==> src/rtl/i2c_req_arbiter_pkg.sv <==
// i2c_arb_pkg: state encodings and default sizes shared by the I2C request arbiter.
package i2c_arb_pkg;

    localparam logic [3:0] S_IDLE  = 4'b0001;
    localparam logic [3:0] S_ISSUE = 4'b0010;
    localparam logic [3:0] S_WAIT  = 4'b0100;
    localparam logic [3:0] S_RESP  = 4'b1000;

    localparam int ADDR_LEN_DEF       = 7;
    localparam int DATA_LEN_DEF       = 8;
    localparam int TIMEOUT_CYCLES_DEF = 4096;

endpackage

==> src/rtl/i2c_req_arbiter_if.sv <==
// i2c_req_arbiter_if: requester, response and engine signals of the arbiter; master = arbiter side.
interface i2c_req_arbiter_if
    import i2c_arb_pkg::*;
#(
    parameter int NUM_REQ  = 4,
    parameter int ADDR_LEN = ADDR_LEN_DEF,
    parameter int DATA_LEN = DATA_LEN_DEF
);
    logic [NUM_REQ-1:0]          req_valid;
    logic [NUM_REQ*ADDR_LEN-1:0] req_addr;
    logic [NUM_REQ-1:0]          req_rw;
    logic [NUM_REQ*DATA_LEN-1:0] req_wdata;
    logic [NUM_REQ-1:0]          req_ready;
    logic [NUM_REQ-1:0]          rsp_valid;
    logic [DATA_LEN-1:0]         rsp_rdata;
    logic                        rsp_nack;
    logic                        rsp_timeout;
    logic                        eng_start;
    logic [ADDR_LEN-1:0]         eng_addr;
    logic                        eng_rw;
    logic [DATA_LEN-1:0]         eng_wdata;
    logic                        eng_abort;
    logic                        eng_busy;
    logic                        eng_done;
    logic [DATA_LEN-1:0]         eng_rdata;
    logic                        eng_nack;

    modport master (
        input  req_valid, req_addr, req_rw, req_wdata, eng_busy, eng_done, eng_rdata, eng_nack,
        output req_ready, rsp_valid, rsp_rdata, rsp_nack, rsp_timeout,
        output eng_start, eng_addr, eng_rw, eng_wdata, eng_abort
    );

    modport slave (
        output req_valid, req_addr, req_rw, req_wdata, eng_busy, eng_done, eng_rdata, eng_nack,
        input  req_ready, rsp_valid, rsp_rdata, rsp_nack, rsp_timeout,
        input  eng_start, eng_addr, eng_rw, eng_wdata, eng_abort
    );

endinterface

==> src/rtl/i2c_req_arbiter_picker.sv <==
// rr_priority_picker: first set request scanning upward from rr_ptr with wrap; one-hot grant plus index.
module rr_priority_picker #(
    parameter int NUM_REQ = 4,
    parameter int IW      = 2
) (
    input  logic [NUM_REQ-1:0] req_valid,
    input  logic [IW-1:0]      rr_ptr,
    output logic [NUM_REQ-1:0] grant,
    output logic [IW-1:0]      idx
);
    localparam int SW = IW + 1;

    logic [SW-1:0] sum;
    logic [IW-1:0] j;
    logic          found;

    always_comb begin
        grant = '0;
        idx   = '0;
        found = 1'b0;
        sum   = '0;
        j     = '0;
        for (int k = 0; k < NUM_REQ; k++) begin
            sum = {1'b0, rr_ptr} + SW'(k);
            j   = sum >= SW'(NUM_REQ) ? IW'(sum - SW'(NUM_REQ)) : IW'(sum);
            if (!found && req_valid[j]) begin
                found    = 1'b1;
                grant[j] = 1'b1;
                idx      = j;
            end
        end
    end

endmodule

==> src/rtl/i2c_req_arbiter.sv <==
// i2c_req_arbiter: round-robin sharing of one I2C byte engine; I2C_ARB_TIMEOUT_EN adds a WAIT watchdog.
module i2c_req_arbiter
    import i2c_arb_pkg::*;
#(
    parameter int NUM_REQ        = 4,
    parameter int ADDR_LEN       = ADDR_LEN_DEF,
    parameter int DATA_LEN       = DATA_LEN_DEF,
    parameter int TIMEOUT_CYCLES = TIMEOUT_CYCLES_DEF
) (
    input logic               clk,
    input logic               rst_n,
    i2c_req_arbiter_if.master bus
);
    localparam int IW = $clog2(NUM_REQ);

    if (NUM_REQ < 2 || NUM_REQ > 8 || TIMEOUT_CYCLES < 2) begin : g_bad_cfg
        $error("i2c_req_arbiter: unsupported NUM_REQ or TIMEOUT_CYCLES");
    end

    logic [3:0]          state;
    logic [IW-1:0]       rr_ptr, win_idx, pick_idx;
    logic [NUM_REQ-1:0]  pick_oh, win_oh;
    logic [ADDR_LEN-1:0] sel_addr;
    logic                sel_rw;
    logic [DATA_LEN-1:0] sel_wdata;
    logic                expire;

    rr_priority_picker #(.NUM_REQ(NUM_REQ), .IW(IW)) u_picker (
        .req_valid(bus.req_valid),
        .rr_ptr   (rr_ptr),
        .grant    (pick_oh),
        .idx      (pick_idx)
    );

    always_comb begin
        sel_addr  = '0;
        sel_rw    = 1'b0;
        sel_wdata = '0;
        for (int k = 0; k < NUM_REQ; k++) begin
            if (pick_oh[k]) begin
                sel_addr  = bus.req_addr[k*ADDR_LEN +: ADDR_LEN];
                sel_rw    = bus.req_rw[k];
                sel_wdata = bus.req_wdata[k*DATA_LEN +: DATA_LEN];
            end
        end
    end

`ifdef I2C_ARB_TIMEOUT_EN
    localparam int CW = $clog2(TIMEOUT_CYCLES);

    logic [CW-1:0] to_cnt;

    // Held at zero outside WAIT, so it reads 0 on the first WAIT cycle
    always_ff @(posedge clk or negedge rst_n) begin
        if (!rst_n) to_cnt <= '0;
        else        to_cnt <= state == S_WAIT ? to_cnt + CW'(1) : '0;
    end

    assign expire = state == S_WAIT && to_cnt == CW'(TIMEOUT_CYCLES - 1) && !bus.eng_done;
`else
    assign expire = 1'b0;
`endif

    always_ff @(posedge clk or negedge rst_n) begin
        if (!rst_n) begin
            state           <= S_IDLE;
            rr_ptr          <= '0;
            win_idx         <= '0;
            win_oh          <= '0;
            bus.eng_addr    <= '0;
            bus.eng_rw      <= 1'b0;
            bus.eng_wdata   <= '0;
            bus.eng_start   <= 1'b0;
            bus.eng_abort   <= 1'b0;
            bus.req_ready   <= '0;
            bus.rsp_valid   <= '0;
            bus.rsp_rdata   <= '0;
            bus.rsp_nack    <= 1'b0;
            bus.rsp_timeout <= 1'b0;
        end else begin
            bus.eng_start <= 1'b0;
            bus.eng_abort <= 1'b0;
            bus.req_ready <= '0;
            bus.rsp_valid <= '0;
            if (state == S_IDLE && |bus.req_valid && !bus.eng_busy) begin
                state         <= S_ISSUE;
                win_idx       <= pick_idx;
                win_oh        <= pick_oh;
                bus.eng_addr  <= sel_addr;
                bus.eng_rw    <= sel_rw;
                bus.eng_wdata <= sel_wdata;
                bus.eng_start <= 1'b1;
                bus.req_ready <= pick_oh;
            end
            if (state == S_ISSUE) state <= S_WAIT;
            if (state == S_WAIT && (bus.eng_done || expire)) begin
                state           <= S_RESP;
                bus.rsp_valid   <= win_oh;
                bus.rsp_rdata   <= expire || !bus.eng_rw ? '0 : bus.eng_rdata;
                bus.rsp_nack    <= expire || bus.eng_nack;
                bus.rsp_timeout <= expire;
                bus.eng_abort   <= expire;
            end
            if (state == S_RESP) begin
                state  <= S_IDLE;
                rr_ptr <= win_idx == IW'(NUM_REQ - 1) ? '0 : win_idx + IW'(1);
            end
        end
    end

endmodule

==> src/flat_wrapper.sv <==
// flat-port wrapper written by rule: the top's interface ports become plain ports
module i2c_req_arbiter_flat import i2c_arb_pkg::*;
#(
    parameter int NUM_REQ        = 4,
    parameter int ADDR_LEN       = ADDR_LEN_DEF,
    parameter int DATA_LEN       = DATA_LEN_DEF,
    parameter int TIMEOUT_CYCLES = TIMEOUT_CYCLES_DEF
)
  (clk, rst_n, bus_req_valid, bus_req_addr, bus_req_rw, bus_req_wdata, bus_eng_busy, bus_eng_done, bus_eng_rdata, bus_eng_nack, bus_req_ready, bus_rsp_valid, bus_rsp_rdata, bus_rsp_nack, bus_rsp_timeout, bus_eng_start, bus_eng_addr, bus_eng_rw, bus_eng_wdata, bus_eng_abort);
  i2c_req_arbiter_if #(.NUM_REQ(NUM_REQ), .ADDR_LEN(ADDR_LEN), .DATA_LEN(DATA_LEN)) bus_i ();
  input logic clk;
  input logic rst_n;
  input wire logic [$bits(bus_i.req_valid)-1:0] bus_req_valid;
  input wire logic [$bits(bus_i.req_addr)-1:0] bus_req_addr;
  input wire logic [$bits(bus_i.req_rw)-1:0] bus_req_rw;
  input wire logic [$bits(bus_i.req_wdata)-1:0] bus_req_wdata;
  input wire logic [$bits(bus_i.eng_busy)-1:0] bus_eng_busy;
  input wire logic [$bits(bus_i.eng_done)-1:0] bus_eng_done;
  input wire logic [$bits(bus_i.eng_rdata)-1:0] bus_eng_rdata;
  input wire logic [$bits(bus_i.eng_nack)-1:0] bus_eng_nack;
  output wire logic [$bits(bus_i.req_ready)-1:0] bus_req_ready;
  output wire logic [$bits(bus_i.rsp_valid)-1:0] bus_rsp_valid;
  output wire logic [$bits(bus_i.rsp_rdata)-1:0] bus_rsp_rdata;
  output wire logic [$bits(bus_i.rsp_nack)-1:0] bus_rsp_nack;
  output wire logic [$bits(bus_i.rsp_timeout)-1:0] bus_rsp_timeout;
  output wire logic [$bits(bus_i.eng_start)-1:0] bus_eng_start;
  output wire logic [$bits(bus_i.eng_addr)-1:0] bus_eng_addr;
  output wire logic [$bits(bus_i.eng_rw)-1:0] bus_eng_rw;
  output wire logic [$bits(bus_i.eng_wdata)-1:0] bus_eng_wdata;
  output wire logic [$bits(bus_i.eng_abort)-1:0] bus_eng_abort;
  assign bus_i.req_valid = bus_req_valid;
  assign bus_i.req_addr = bus_req_addr;
  assign bus_i.req_rw = bus_req_rw;
  assign bus_i.req_wdata = bus_req_wdata;
  assign bus_i.eng_busy = bus_eng_busy;
  assign bus_i.eng_done = bus_eng_done;
  assign bus_i.eng_rdata = bus_eng_rdata;
  assign bus_i.eng_nack = bus_eng_nack;
  assign bus_req_ready = bus_i.req_ready;
  assign bus_rsp_valid = bus_i.rsp_valid;
  assign bus_rsp_rdata = bus_i.rsp_rdata;
  assign bus_rsp_nack = bus_i.rsp_nack;
  assign bus_rsp_timeout = bus_i.rsp_timeout;
  assign bus_eng_start = bus_i.eng_start;
  assign bus_eng_addr = bus_i.eng_addr;
  assign bus_eng_rw = bus_i.eng_rw;
  assign bus_eng_wdata = bus_i.eng_wdata;
  assign bus_eng_abort = bus_i.eng_abort;
  i2c_req_arbiter #(.NUM_REQ(NUM_REQ), .ADDR_LEN(ADDR_LEN), .DATA_LEN(DATA_LEN), .TIMEOUT_CYCLES(TIMEOUT_CYCLES)) u_core (.clk(clk), .rst_n(rst_n), .bus(bus_i));
endmodule
==> config.mk <==
export PLATFORM = sky130hd
export DESIGN_NAME = i2c_req_arbiter_flat
export DESIGN_NICKNAME = d
export VERILOG_FILES = /design/src/rtl/i2c_req_arbiter_pkg.sv /design/src/rtl/i2c_req_arbiter_if.sv /design/src/rtl/i2c_req_arbiter_picker.sv /design/src/rtl/i2c_req_arbiter.sv /design/src/flat_wrapper.sv
export SDC_FILE = /design/constraint.sdc
export NUM_CORES = 1
export LEC_CHECK = 0
export ABC_AREA = 1
export CORE_MARGIN = 5
export CORE_UTILIZATION = 41
export CTS_CLUSTER_DIAMETER = 50
export DETAILED_ROUTE_END_ITERATION = 10
export GPL_TIMING_DRIVEN = 0
export PLACE_DENSITY = 0.78
export SYNTH_ARGS = -nofsm -noshare
export SYNTH_HDL_FRONTEND = slang
export SYNTH_SLANG_ARGS = --single-unit
export TNS_END_PERCENT = 50
==> constraint.sdc <==
create_clock -name clk -period 2.05 [get_ports clk]
set_clock_uncertainty 0.15 [all_clocks]
set_input_delay 0.41 -clock clk [delete_from_list [all_inputs] [get_ports clk]]
set_output_delay 0.41 -clock clk [all_outputs]
set_load 0.1 [all_outputs]
==> flow_metrics.env <==
export IMPL_yosys_top_cells_area="dfrtp_1 36%, nand2_1 17%, inv_1 6.5%"
export IMPL_grt_pass1_wl_mm=16.8
export IMPL_grt_pass1_vias=3550
export IMPL_grt_max_degree=26
export IMPL_synth_mux_area_frac=0.00362
export IMPL_syn_mean_instance_area_um2=7.33
export IMPL_fin_crit_ps=2320
export IMPL_dp_hpwl_mm=6.73
export IMPL_synth_edf_count=0
export IMPL_setup_slack_ps=-272
export IMPL_hold_viol=0
export IMPL_insertion_delay_ps=300
export IMPL_numCtsBuffers=5
export IMPL_yosysWarnings=0
export IMPL_maxSlewViolCount=0
export IMPL_hold_depth=2
export IMPL_placement_rows=31
export IMPL_synthFlopType="dfrtp_1"
export IMPL_finalSetupViolCount=24
export IMPL_synth_cells=424
export IMPL_via_count=3318
export IMPL_coreArea_um2=7330
export IMPL_wl_per_cell_um=15.0
export IMPL_clkSinkCount=46
export IMPL_min_delay_start="u_core.win_oh[2]"
export IMPL_wirelength_mm=10.3
export IMPL_final_util=0.692
export IMPL_arrival_ps=2410
export IMPL_insertedDiodeCount=0
export IMPL_violations="setup timing"
export IMPL_ys_seq_area_frac=0.371
export IMPL_ys_ff_latch=46
export IMPL_ir_drop_mv=0.210
export IMPL_fin_setup_tns_ps=-4300
export IMPL_drt_iter0_drc=200
export IMPL_synth_compound_area_share=0.0890
export IMPL_die_area_um2=9420
export IMPL_die_h_um=97.1
export IMPL_rsz0062_at_grt="true"
export IMPL_crit_path_start_kind="register"
export IMPL_gr_total_overflow=0
export IMPL_fmax_ghz=0.431
export IMPL_gp_congestion=0.898
export IMPL_cts_root_buf="clkbuf_8"
export IMPL_cts_tree="done"
export IMPL_worst_setup_hold_path_clk_slew_ps=80
export IMPL_fp_dieW_um=97.1
export IMPL_relSlewSlack=0.370
export IMPL_worstReg2RegEnd="u_core.bus.eng_wdata[4]"
export IMPL_numPortBuffers=114
export IMPL_async_flop_share=1.00
export IMPL_drv_cap=0
export IMPL_initial_core_util=0.424
export IMPL_critPathLaunch="u_core.rr_ptr[0]"
export IMPL_drc=0
export IMPL_r2r_setup_slack_ps=-270
export IMPL_synthAdderAreaFrac=0.0322
export IMPL_hold_ws_ps=344
export IMPL_gr_usage_all_layers=0.217
export IMPL_reg2reg_depth=14
export IMPL_first_pass_iters=7
export IMPL_placed_area_um2=4450
export IMPL_power_density_nw_per_um2=371
export IMPL_htreeDepth=2
export IMPL_dp_slack_ps=-587
export IMPL_synth_top_area_cell="dfrtp_1"
export IMPL_finalNetCount=673
export IMPL_ant_nets=0
export IMPL_synth_top_area_frac=0.362
export IMPL_p_leak_nw=2.68
export IMPL_fin_area_um2=5080
export IMPL_end_kind="register"
export IMPL_syn_cell_area_um2=3110
export IMPL_hold_class="reg -> reg"
export IMPL_synth_simple_area_share=0.372
export IMPL_fin_crit_sh=1.13
export IMPL_status="complete, but fails checks"
export IMPL_area_growth_syn_to_layout_pct=63.4
export IMPL_clock_path_buffers=2
export IMPL_required_ps=2140
export IMPL_drive_above_1_share=0.315
export IMPL_antenna_found_initial=0
export IMPL_synth_top_family_by_area="simple AND/OR/NAND/NOR gates"
export IMPL_crit_end="u_core.bus.eng_wdata[4]"
export IMPL_via_per_inst=4.85
export IMPL_synth_xor_area_frac=0
export IMPL_r2r_start="u_core.rr_ptr[0]"
export IMPL_path_class="reg -> reg"
export IMPL_crit_fanout=6
export IMPL_yosysUniqueCellTypes=39
export IMPL_worst_pin_slew_ps=948
export IMPL_io_pins=117
[power by group]
part           total (mW)  internal, mW  switching [mW]
clock               0.545         0.237           0.308
sequential          0.906         0.906               0
combinational       0.430         0.240           0.189
total                1.88          1.38           0.498
[through the flow]
stage | cells | power (mW)
5_1_grt | 684 | 1.98
6_report | 684 | 1.88
2_1_floorplan | 425 | 1.07
3_5_place_dp | 639 | 1.27
3_3_place_gp | 638 | 1.26
4_1_cts | 679 | 1.88
[cell usage after synthesis (2+ instances only)]
cell type,number
nand3_2,15
nand2_2,3
o31ai_1,2
buf_6,3
dfrtp_1,45
buf_2,4
nand4_1,2
nand3_1,37
o21ai_0,17
a21boi_0,2
buf_4,6
a21boi_2,2
nor2_4,2
ha_1,8
inv_1,54
nand2_1,140
a21oi_1,17
nand3_4,3
inv_2,12
nor2_1,25
nand2_4,2
clkbuf_1,3
clkinv_1,4
[cells in the final DEF, fill, tap and decap left out, types with 9 or more instances in the layout]
master and n:
dfrtp_1 43, clkdlybuf4s50_1 78, nor2_1 13, clkdlybuf4s15_2 16, buf_6 16, a21oi_1 15
nand2_2 9, buf_4 26, nand3_2 26, nand3_1 24, nand2_1 130, o21ai_0 14
clkbuf_2 14, inv_1 51, inv_2 13
[critical path: stages, from the launching register on]
cell	delay, ps
dfrtp_2	430
buf_8	140
inv_12	50
ha_4	220
inv_4	80
nand3_2	70
nand2_2	90
nor2_4	70
buf_6	130
a22oi_4	220
nand4_4	220
buf_6	210
nor2_2	80
nand2_1	60
nand2_1	50
[registers in the layout, summed over array words and instances, names as in the netlist]
name / flops
u_core.bus.eng_wdata: 8
u_core.bus.rsp_rdata: 8
u_core.bus.eng_addr: 7
u_core.bus.req_ready: 4
u_core.bus.rsp_valid: 4
u_core.state: 4
u_core.win_oh: 4
u_core.rr_ptr: 2
u_core.win_idx: 2
u_core.bus.eng_rw: 1
u_core.bus.eng_start: 1
u_core.bus.rsp_nack: 1
[how the worst min path moves through the flow]
| stage | end | slack, ps |
|---|---|---|
| 2_1_floorplan | u_core.bus.eng_addr[0] | -40 |
| 3_3_place_gp | u_core.bus.rsp_rdata[3] | 320 |
| 3_5_place_dp | u_core.bus.rsp_valid[1] | 290 |
| 4_1_cts | u_core.bus.rsp_rdata[0] | 350 |
| 5_1_grt | u_core.bus.rsp_valid[2] | 380 |
| 6_report | u_core.bus.rsp_valid[2] | 340 |
[cell families (layout without fill, tap and decap cells)]
| family | count (synthesis) | after routing |
|---|---|---|
| simple gates | 234 | 234 |
| buf+inv | 90 | 250 |
| flops | 46 | 46 |
| compound gates | 44 | 44 |
| fa+ha+maj | 8 | 8 |
| other cells | 1 | 2 |
| mux | 1 | 1 |
[final cells by class]
cell class | count | area (um2)
plain buffers | 18 | 168
clock buffers | 6 | 72.6
clock inverters | 2 | 10.0
fillers | 552 | 2250
inverters | 72 | 294
multi-input cells | 289 | 1770
flip-flops and latches | 46 | 1150
well taps | 99 | 124
repair buffers | 152 | 1480
[layer usage]
metal,part of all wire,track usage
met5,0,0
met4,0.038,0.108
met3,0.071,0.0596
met2,0.50,0.370
met1,0.40,0.249
[timing repair]
item / in CTS / in global routing
hold buffers: 1 / 0
cloned: 5 / 0
pin swaps: 34 / 25
endpoints found under the hold margin: 23 / 0
setup buffers: 26 / 5
setup endpoints to repair: 63 / 44
resized for setup: 137 / 43
No activity file was read; power rests on OpenSTA's default activity.
